==> src/rtl/residual_sequencer_pkg.sv <==
// Shared types and constants for the residual sequencer: state encoding,
// residual header field layout and the header validation helper.
package residual_sequencer_pkg;

    typedef enum logic [2:0] {
        ST_IDLE,
        ST_FETCH,
        ST_LATCH,
        ST_RUN,
        ST_DONE,
        ST_ERR
    } seq_state_t;

    localparam logic [1:0] RES_METHOD_RICE4 = 2'b00;
    localparam logic [1:0] RES_METHOD_RICE5 = 2'b01;

    localparam int unsigned HDR_METHOD_MSB = 15;
    localparam int unsigned HDR_METHOD_LSB = 14;
    localparam int unsigned HDR_PORDER_MSB = 13;
    localparam int unsigned HDR_PORDER_LSB = 10;

    localparam logic [4:0] START_BIT = 5'd9;

    // Block must split evenly into 2^porder partitions, and the first
    // partition must hold more samples than the warm-up samples it loses.
    function automatic logic partition_ok(input logic [15:0] block_size,
                                          input logic [3:0]  porder,
                                          input logic [3:0]  pred_order);
        logic [15:0] mask;
        mask = (16'd1 << porder) - 16'd1;
        return ((block_size & mask) == '0) &&
               ((block_size >> porder) > {12'd0, pred_order});
    endfunction

endpackage

==> src/rtl/residual_ram_port_mux.sv <==
// Residual RAM read-address selection between header fetch, the decoder
// and the host requester, plus the host grant.
module residual_ram_port_mux
    import residual_sequencer_pkg::*;
#(
    parameter int unsigned ADDR_W = 16
) (
    input  seq_state_t        state,
    input  logic [ADDR_W-1:0] base_addr,
    input  logic [ADDR_W-1:0] dec_addr,
    input  logic              host_req,
    input  logic [ADDR_W-1:0] host_addr,
    output logic              grant,
    output logic [ADDR_W-1:0] addr
);

    always_comb begin
        grant = host_req && (state == ST_IDLE);
        addr  = '0;
        case (state)
            ST_IDLE:  if (host_req) addr = host_addr;
            ST_FETCH: addr = base_addr;
            ST_RUN:   addr = dec_addr;
            default:  addr = '0;
        endcase
    end

endmodule

==> src/rtl/residual_sequencer.sv <==
// Sequences one subframe's residual decode: header fetch and validation,
// decoder release, residual counting and read-port arbitration.
module residual_sequencer
    import residual_sequencer_pkg::*;
#(
    parameter int unsigned ADDR_W    = 16,
    parameter logic [4:0]  START_BIT = residual_sequencer_pkg::START_BIT
) (
    input  logic                iClock,
    input  logic                iReset,
    input  logic                iStart,
    input  logic                iAbort,
    input  logic [ADDR_W-1:0]   iBaseAddr,
    input  logic [15:0]         iBlockSize,
    input  logic [3:0]          iPredictorOrder,
    input  logic                iHostReq,
    input  logic [ADDR_W-1:0]   iHostAddr,
    output logic                oHostGrant,
    output logic [ADDR_W-1:0]   oRamReadAddr,
    input  logic [15:0]         iRamData,
    output logic                oDecReset,
    output logic                oDecEnable,
    output logic [4:0]          oDecStartBit,
    output logic [3:0]          oDecPartitionOrder,
    output logic [3:0]          oDecPredictorOrder,
    output logic [15:0]         oDecBlockSize,
    output logic [ADDR_W-1:0]   oDecStartAddr,
    input  logic [ADDR_W-1:0]   iDecReadAddr,
    input  logic signed [15:0]  iDecResidual,
    input  logic                iDecDone,
    output logic signed [15:0]  oResidual,
    output logic                oValid,
    output logic                oDone,
    output logic                oError,
    output logic                oBusy
);

    seq_state_t         state, next_state;
    logic [ADDR_W-1:0]  base_q;
    logic [ADDR_W-1:0]  start_addr_q;
    logic [15:0]        block_size_q;
    logic [3:0]         pred_order_q;
    logic [3:0]         porder_q;
    logic [15:0]        count_q;
    logic signed [15:0] residual_q;
    logic               valid_q;
    logic               done_q;
    logic               error_q;

    logic [1:0]         hdr_method;
    logic [3:0]         hdr_porder;
    logic               hdr_ok;
    logic [15:0]        total;
    logic               run_strobe;
    logic               unused_hdr_bits;

    assign hdr_method      = iRamData[HDR_METHOD_MSB:HDR_METHOD_LSB];
    assign hdr_porder      = iRamData[HDR_PORDER_MSB:HDR_PORDER_LSB];
    assign unused_hdr_bits = ^iRamData[HDR_PORDER_LSB-1:0];
    assign hdr_ok          = (hdr_method == RES_METHOD_RICE4) &&
                             partition_ok(block_size_q, hdr_porder, pred_order_q);
    assign total           = block_size_q - {12'd0, pred_order_q};
    assign run_strobe      = (state == ST_RUN) && iDecDone && !iAbort;

    always_comb begin
        next_state = state;
        case (state)
            ST_IDLE:  if (iStart) next_state = ST_FETCH;
            ST_FETCH: next_state = ST_LATCH;
            ST_LATCH: next_state = hdr_ok ? ST_RUN : ST_ERR;
            ST_RUN:   if (iDecDone && (count_q + 16'd1 == total)) next_state = ST_DONE;
            ST_DONE:  next_state = ST_IDLE;
            ST_ERR:   next_state = ST_IDLE;
            default:  next_state = ST_IDLE;
        endcase
        if (iAbort && (state != ST_IDLE)) next_state = ST_IDLE;
    end

    always_ff @(posedge iClock or negedge iReset) begin
        if (!iReset) begin
            state <= ST_IDLE;
        end else begin
            state <= next_state;
        end
    end

    always_ff @(posedge iClock or negedge iReset) begin
        if (!iReset) begin
            base_q       <= '0;
            start_addr_q <= '0;
            block_size_q <= '0;
            pred_order_q <= '0;
            porder_q     <= '0;
            count_q      <= '0;
            residual_q   <= '0;
            valid_q      <= 1'b0;
            done_q       <= 1'b0;
            error_q      <= 1'b0;
        end else begin
            if ((state == ST_IDLE) && iStart) begin
                base_q       <= iBaseAddr;
                start_addr_q <= iBaseAddr + ADDR_W'(1);
                block_size_q <= iBlockSize;
                pred_order_q <= iPredictorOrder;
                count_q      <= '0;
                error_q      <= 1'b0;
            end
            if (state == ST_LATCH) porder_q <= hdr_porder;
            // Set on the LATCH->ERR edge so the flag is visible in the ERR cycle.
            if ((state == ST_LATCH) && (next_state == ST_ERR)) error_q <= 1'b1;
            if (run_strobe) begin
                residual_q <= iDecResidual;
                count_q    <= count_q + 16'd1;
            end
            valid_q <= run_strobe;
            done_q  <= (state == ST_DONE) && !iAbort;
        end
    end

    residual_ram_port_mux #(
        .ADDR_W (ADDR_W)
    ) u_port_mux (
        .state     (state),
        .base_addr (base_q),
        .dec_addr  (iDecReadAddr),
        .host_req  (iHostReq),
        .host_addr (iHostAddr),
        .grant     (oHostGrant),
        .addr      (oRamReadAddr)
    );

    assign oDecReset          = (state != ST_RUN);
    assign oDecEnable         = (state == ST_RUN);
    assign oDecStartBit       = START_BIT;
    assign oDecPartitionOrder = porder_q;
    assign oDecPredictorOrder = pred_order_q;
    assign oDecBlockSize      = block_size_q;
    assign oDecStartAddr      = start_addr_q;
    assign oResidual          = residual_q;
    assign oValid             = valid_q;
    assign oDone              = done_q;
    assign oError             = error_q;
    assign oBusy              = (state != ST_IDLE);

endmodule

==> config.mk <==
export PLATFORM = sky130hd
export DESIGN_NAME = residual_sequencer
export DESIGN_NICKNAME = d
export VERILOG_FILES = /design/src/rtl/residual_sequencer_pkg.sv /design/src/rtl/residual_ram_port_mux.sv /design/src/rtl/residual_sequencer.sv
export SDC_FILE = /design/constraint.sdc
export NUM_CORES = 1
export LEC_CHECK = 0
export CAP_MARGIN = 20
export CELL_PAD_IN_SITES_DETAIL_PLACEMENT = 0
export CELL_PAD_IN_SITES_GLOBAL_PLACEMENT = 2
export CORE_AREA = 4 4 150 152
export DETAILED_ROUTE_END_ITERATION = 10
export DIE_AREA = 0 0 154 156
export PLACE_DENSITY = 0.94
export SKIP_CTS_REPAIR_TIMING = 1
export SYNTH_ARGS = -nofsm -noshare
export SYNTH_HDL_FRONTEND = slang
export SYNTH_SLANG_ARGS = --single-unit
export TNS_END_PERCENT = 100
==> constraint.sdc <==
create_clock -name iClock -period 8 [get_ports iClock]
set_clock_uncertainty 0.05 [all_clocks]
set_input_delay 1.6 -clock iClock [delete_from_list [all_inputs] [get_ports iClock]]
set_output_delay 1.6 -clock iClock [all_outputs]
set_load 0.05 [all_outputs]
==> results of run 1 <==
## kinds of logic after synthesis
family	after synthesis	share of synthesized area
buffers and inverters	86	0.0584
AND/OR/NAND/NOR	323	0.245
XOR/XNOR	53	0.0766
AO/OA/AOI/OAI	137	0.146
other	2	0.00124
flip-flops	94	0.388
multiplexers	25	0.0593
adder cells (fa/ha/maj)	12	0.0260
## sequential cells by signal, indices dropped and copies added (netlist names), 3 cells and up
name / cells
oResidual: 16
oDecBlockSize: 16
oDecStartAddr: 16
base_q: 16
count_q: 16
oDecPartitionOrder: 4
oDecPredictorOrder: 4
state: 3
## per-layer routing
| layer | up-vias | track usage | part of all wire |
|---|---|---|---|
| met5 | - | 0 | 0 |
| met4 | 0 | 0.0538 | 0.023 |
| met3 | 33 | 0.0430 | 0.077 |
| met2 | 205 | 0.256 | 0.45 |
| met1 | 2774 | 0.219 | 0.45 |
| li1 | 2792 | - | - |
## cell usage in the layout (no fill, tap or decap), types with 3 or more instances in the layout
master and count:
nand2b_1 3, a222oi_1 16, nor4_2 4, ha_1 11, o31ai_1 4, mux4_2 8, dfrtp_1 94, nand2_1 194
o21ai_0 65, and2_1 8, and3_1 6, nor4_1 8, nand4_1 4, nand3_1 14, nor3_1 16, a211oi_1 4
clkbuf_16 9, a21oi_1 18, inv_1 34, conb_1 5, xnor2_1 39, xor2_1 14, nor2b_1 8, mux2_2 7
clkdlybuf4s50_1 173, buf_4 10, nor2_1 42, mux2i_1 10, o21a_1 4
## critical path, stage by stage
cell             delay [ps]
clkdlybuf4s50_1         440
and2_1                  570
a222oi_1                210
inv_1                   110
clkdlybuf4s50_1         800
## final timing paths
| check | from | end | slack [ps] | depth (start not counted) |
|---|---|---|---|---|
| max | iHostReq | oRamReadAddr[5] | 2600 | 5 |
| max reg2reg | oDecBlockSize[4] | state[1] | 4660 | 11 |
| min in group asynchronous | iReset | oDecBlockSize[15] | 1050 | 1 |
| min | oResidual[9] | oResidual[9] | 420 | 2 |
| min reg2reg | oResidual[9] | oResidual[9] | 420 | 2 |
| max in group asynchronous | iReset | count_q[9] | 6000 | 3 |
## power by group through the flow
stage | Combinational [mW] | Clock, mW | Sequential, mW
floorplan | 0.474 | 0 | 0.888
global placement | 1.03 | 0 | 0.698
CTS | 1.04 | 0.516 | 0.692
finish | 1.04 | 0.496 | 0.692
detailed placement | 1.04 | 0 | 0.700
global route | 1.11 | 0.529 | 0.705
## metrics by stage
stage                     utilization  setup slack, ps  power [mW]
after floorplan                     -             3020        1.36
after global placement          0.381             2610        1.73
after detailed placement        0.381             2600        1.74
after CTS                       0.397             2610        2.25
after global routing            0.398             2490        2.35
final                           0.398             2600        2.22
## area by class of cell
| cell class | instances | area (um^2) |
|---|---|---|
| tap | 275 | 344 |
| clock buffer | 10 | 239 |
| clock inverter | 6 | 100 |
| fill | 2130 | 12600 |
| multi-input combinational | 555 | 3370 |
| sequential | 94 | 2350 |
| timing repair buffer | 184 | 1830 |
| inverter | 36 | 135 |
==> reports/metrics.cfg, run 1 <==
[timing]
rsz0062_at_grt = false
tns_ps = 0
worst_slew_pin_slew_ps = 1030
drv_slew = 0
max-slew-margin-rel = 0.313
finalHoldViolations = 0
finalCritPeriodShare = 0.675
finalSetupViolCount = 0
layout_min_cycle_time_ps = 5400
hold_ws_ps = 425
clock.fmax_ghz = 0.185

[synthesis]
synth_flop_cell = dfrtp_1
synth_top_cell_area_share = 0.388
ys_ff_latch = 94
synth-edff-count = 0
yosys.cell_types.count = 64
synthesis.area_mm2 = 0.00606
seq_area_frac_synth = 0.388
async_flop_share = 1.00
yosys-top-cells-count = nand2_1 (195), dfrtp_1 (94), o21ai_0 (65)
synth_warnings = 0
syn_area_per_cell_um2 = 8.28
yosysMostFrequentCell = nand2_1
synthCells = 732
synthTopCellsByArea = dfrtp_1 (39%), nand2_1 (12%), xnor2_1 (5.6%)
synth.largest_area_cell = dfrtp_1

[layout]
final_cell_area_mm2 = 0.00838
fin_cells = 1160
area_delta_synth_final_pct = 38.2
drive_above_1_share = 0.0644
layout.nets = 998
insertedDiodeCount = 0

[route]
num_vias = 5804
ant_nets = 0
drtIter0Drc = 463
post_drt_via_cell_ratio = 5.00
first_pass_iters = 6
wl_per_cell_um = 17.1
wl_mm = 19.8
route.detailed.drc = 0

[clock_network]
cts_root_buf = clkbuf_16
cts_sinks = 94
htreeDepth = 3
clk_pin_slew_ps = 70
cts_buffer_depth = 2
cts_buffers = 9
clock_latency_ps = 350
cts_tree = yes

[die]
die-height_um = 156
coreArea_mm2 = 0.0210
rows = 53
dieArea_mm2 = 0.0240
start_util = 0.288
io_pins = 190
fp.dieW_um = 154

[power_and_ir_drop]
peakVddDrop_v = 0.000140
p_per_area_mw_per_mm2 = 266
p_leak_nw = 3.66
p_sw_frac = 0.439
pwr-share-seq = 0.311
comb_power_share = 0.466
p_switching_mw = 0.977
intPower_mw = 1.25
p_clk_frac = 0.223

[global_route]
grt_use_total = 0.163
grt_start_max_net_pins = 79
antenna_found_initial = 0
first_global_vias = 5753
grt.overflow.total = 0
grt_pass1_wl_mm = 31.5

[critical_path]
worst-setup-path-type = in2out
end_kind = output port
arrival_ps = 3750
cp-start-kind = input pin
crit_required_ps = 6350
critical_path.max_fanout = 17

[placement]
port_buffers = 174
globalplace.congestion = 0.834
dp.cells = 1142
placed_cell_area_mm2 = 0.00800
hpwl_mm = 14.4

[run_status]
status = finished, final reports clean

[worst_hold_path]
hp-class = reg2reg

[job]
drv_cap = 0

(Power assumes the default switching activity.)
==> inputs of run 2 (changes only) <==
--- a/config.mk
+++ b/config.mk
@@ -8,10 +8,10 @@
 export CAP_MARGIN = 20
 export CELL_PAD_IN_SITES_DETAIL_PLACEMENT = 0
 export CELL_PAD_IN_SITES_GLOBAL_PLACEMENT = 2
-export CORE_AREA = 4 4 150 152
+export CORE_AREA = 4 4 155 157
 export DETAILED_ROUTE_END_ITERATION = 10
-export DIE_AREA = 0 0 154 156
-export PLACE_DENSITY = 0.94
+export DIE_AREA = 0 0 159 161
+export PLACE_DENSITY = 0.89
 export SKIP_CTS_REPAIR_TIMING = 1
 export SYNTH_ARGS = -nofsm -noshare
 export SYNTH_HDL_FRONTEND = slang
==> constraint.sdc (replaced) <==
create_clock -name iClock -period 5.3 [get_ports iClock]
set_clock_uncertainty 0.05 [all_clocks]
set_input_delay 1.06 -clock iClock [delete_from_list [all_inputs] [get_ports iClock]]
set_output_delay 1.06 -clock iClock [all_outputs]
set_load 0.05 [all_outputs]
==> run 2 against run 1 <==
  * Sequential power up 52%
  * Global-route usage down 0.84 points
  * Setup slack worse by 1700 ps
  * Utilization down 2.6 points
==> reports/metrics.cfg, run 2 (same netlist as run 1, synthesis figures left out) <==
[layout]
final_cell_mix = nand2_1 (194), clkdlybuf4s50_1 (173), dfrtp_1 (94)
layout_commonest_cell = nand2_1
insertedDiodeCount = 0  ; unchanged
multi_input_area_mm2 = 0.00337  ; unchanged
seq_area_mm2 = 0.00235  ; unchanged
layout.nets = 1001  ; +0.30%
fillers = 2324  ; +9.1%
drive_above_1_share = 0.0676  ; +0.00316
fin_cells = 1173  ; +1.1%
area_delta_synth_final_pct = 38.4  ; about the same

[worst_hold_path]
hold_start = oResidual[5]
min_path_cells = 2  ; unchanged
holdPathEnd = oResidual[5]
hp-class = reg2reg

[power_and_ir_drop]
p_leak_nw = 3.65  ; about the same
power_mw = 3.32  ; +49%
p_per_area_mw_per_mm2 = 396  ; +49%
peakVddDrop_v = 0.000177  ; +26%

[clock_network]
cts_sinks = 94  ; unchanged
cts_root_buf = clkbuf_16
cts_buffers = 9  ; unchanged
cts_buffer_depth = 2  ; unchanged
htreeDepth = 3  ; unchanged
cts_tree = yes
clock_latency_ps = 360  ; about the same
clk_pin_slew_ps = 70  ; about the same

[die]
rows = 55  ; +3.8%
coreArea_mm2 = 0.0225  ; +7.0%
die-height_um = 161  ; +3.2%
dieArea_mm2 = 0.0256  ; +6.6%
io_pins = 190  ; unchanged
start_util = 0.269  ; -0.0190
fp.dieW_um = 159  ; +3.2%

[critical_path]
end_kind = output port
r2r_cells = 12  ; +1
slowest_delay_ps = 810  ; about the same
worst-setup-path-type = in2out
crit-reg2reg-launch = oDecBlockSize[9]
regToRegSetupSlack_ps = 1900  ; -2760 ps
crit_top_cell = clkdlybuf4s50_1
r2r-end = state[1]
arrival_ps = 3240  ; -510 ps
critPathSlowestCell = clkdlybuf4s50_1
crit_required_ps = 4190  ; -2160 ps
critical_path.max_fanout = 17  ; unchanged
cp-start-kind = input pin
crit_chain = clkdlybuf4s50_1 > and2_1 > a222oi_1 > inv_1 > clkdlybuf4s50_1

[placement]
dp.cells = 1155  ; +1.1%
globalplace.congestion = 0.855  ; +2.5%
hpwl_mm = 14.6  ; +1.4%
port_buffers = 174  ; unchanged

[timing]
drv_slew = 0  ; unchanged
worst_slew_pin_slew_ps = 752  ; -276 ps
finalCritPeriodShare = 0.821
max-slew-margin-rel = 0.499  ; +0.186
finalSetupViolCount = 0  ; unchanged
tns_ps = 0  ; unchanged
hold_ws_ps = 422  ; -2.36 ps
layout_min_cycle_time_ps = 4350
finalHoldViolations = 0  ; unchanged
clock.fmax_ghz = 0.230
rsz0062_at_grt = false

[global_route]
grt.overflow.total = 0  ; unchanged
grt_pass1_wl_mm = 31.9  ; +1.1%
grt_use_total = 0.154  ; -0.00841
antenna_found_initial = 0  ; unchanged
grt_start_max_net_pins = 63  ; -20%
first_global_vias = 5645  ; -1.9%

[route]
route.detailed.drc = 0  ; unchanged
drtIter0Drc = 383  ; -17%
wl_per_cell_um = 17.4  ; +1.9%
post_drt_via_cell_ratio = 4.94  ; -1.3%
wl_mm = 20.4  ; +3.0%
ant_nets = 0  ; unchanged
num_vias = 5794  ; -0.17%
first_pass_iters = 6  ; unchanged

[run_status]
status = finished, final reports clean

[job]
drv_cap = 0  ; unchanged

run 2: worst max path at each step:
stage	from	to	slack [ps]	depth (start not counted)
2_1_floorplan	iRamData[10]	state[1]	860	14
3_3_place_gp	iRamData[11]	state[1]	740	14
3_5_place_dp	iRamData[11]	state[1]	680	14
4_1_cts	iHostReq	oRamReadAddr[8]	980	5
5_1_grt	iRamData[11]	state[1]	780	14
6_report	iHostReq	oRamReadAddr[6]	950	5
run 2: cell type report:
type | instances | share of cell area
inverter | 36 | 0.0161
multi-input combinational | 555 | 0.402
timing repair buffer | 187 | 0.222
sequential | 94 | 0.281
clock buffer | 9 | 0.0269
clock inverter | 7 | 0.00955
tap | 285 | 0.0425
run 2: worst max-delay path: cells and delay by family:
| kind | cells | cell delay, ps |
|---|---|---|
| buffers and inverters | 3 | 1360 |
| and+or+nand+nor | 1 | 600 |
| AOI/OAI and AO/OA | 1 | 220 |
run 2: power by group:
group          leakage [nW]  internal (mW)  switching (mW)
logic                  2.30          0.594           0.978
clock network         0.148          0.374           0.328
registers              1.21          0.856           0.190
run 2: metrics by stage:
stage	utilization	instance area [um^2]	setup slack, ps
floorplan	-	6070	858
global placement	0.358	8050	740
detailed placement	0.358	8050	681
CTS	0.371	8350	979
global route	0.372	8380	777
finish	0.372	8380	950
run 2: metal layers:
| layer | vias up | wire length [um] | GRT usage |
|---|---|---|---|
| li1 | 2810 | - | - |
| met1 | 2767 | 9180 | 0.205 |
| met2 | 196 | 9340 | 0.246 |
| met3 | 21 | 1590 | 0.0472 |
| met4 | 0 | 269 | 0.0418 |
| met5 | - | 0 | 0 |
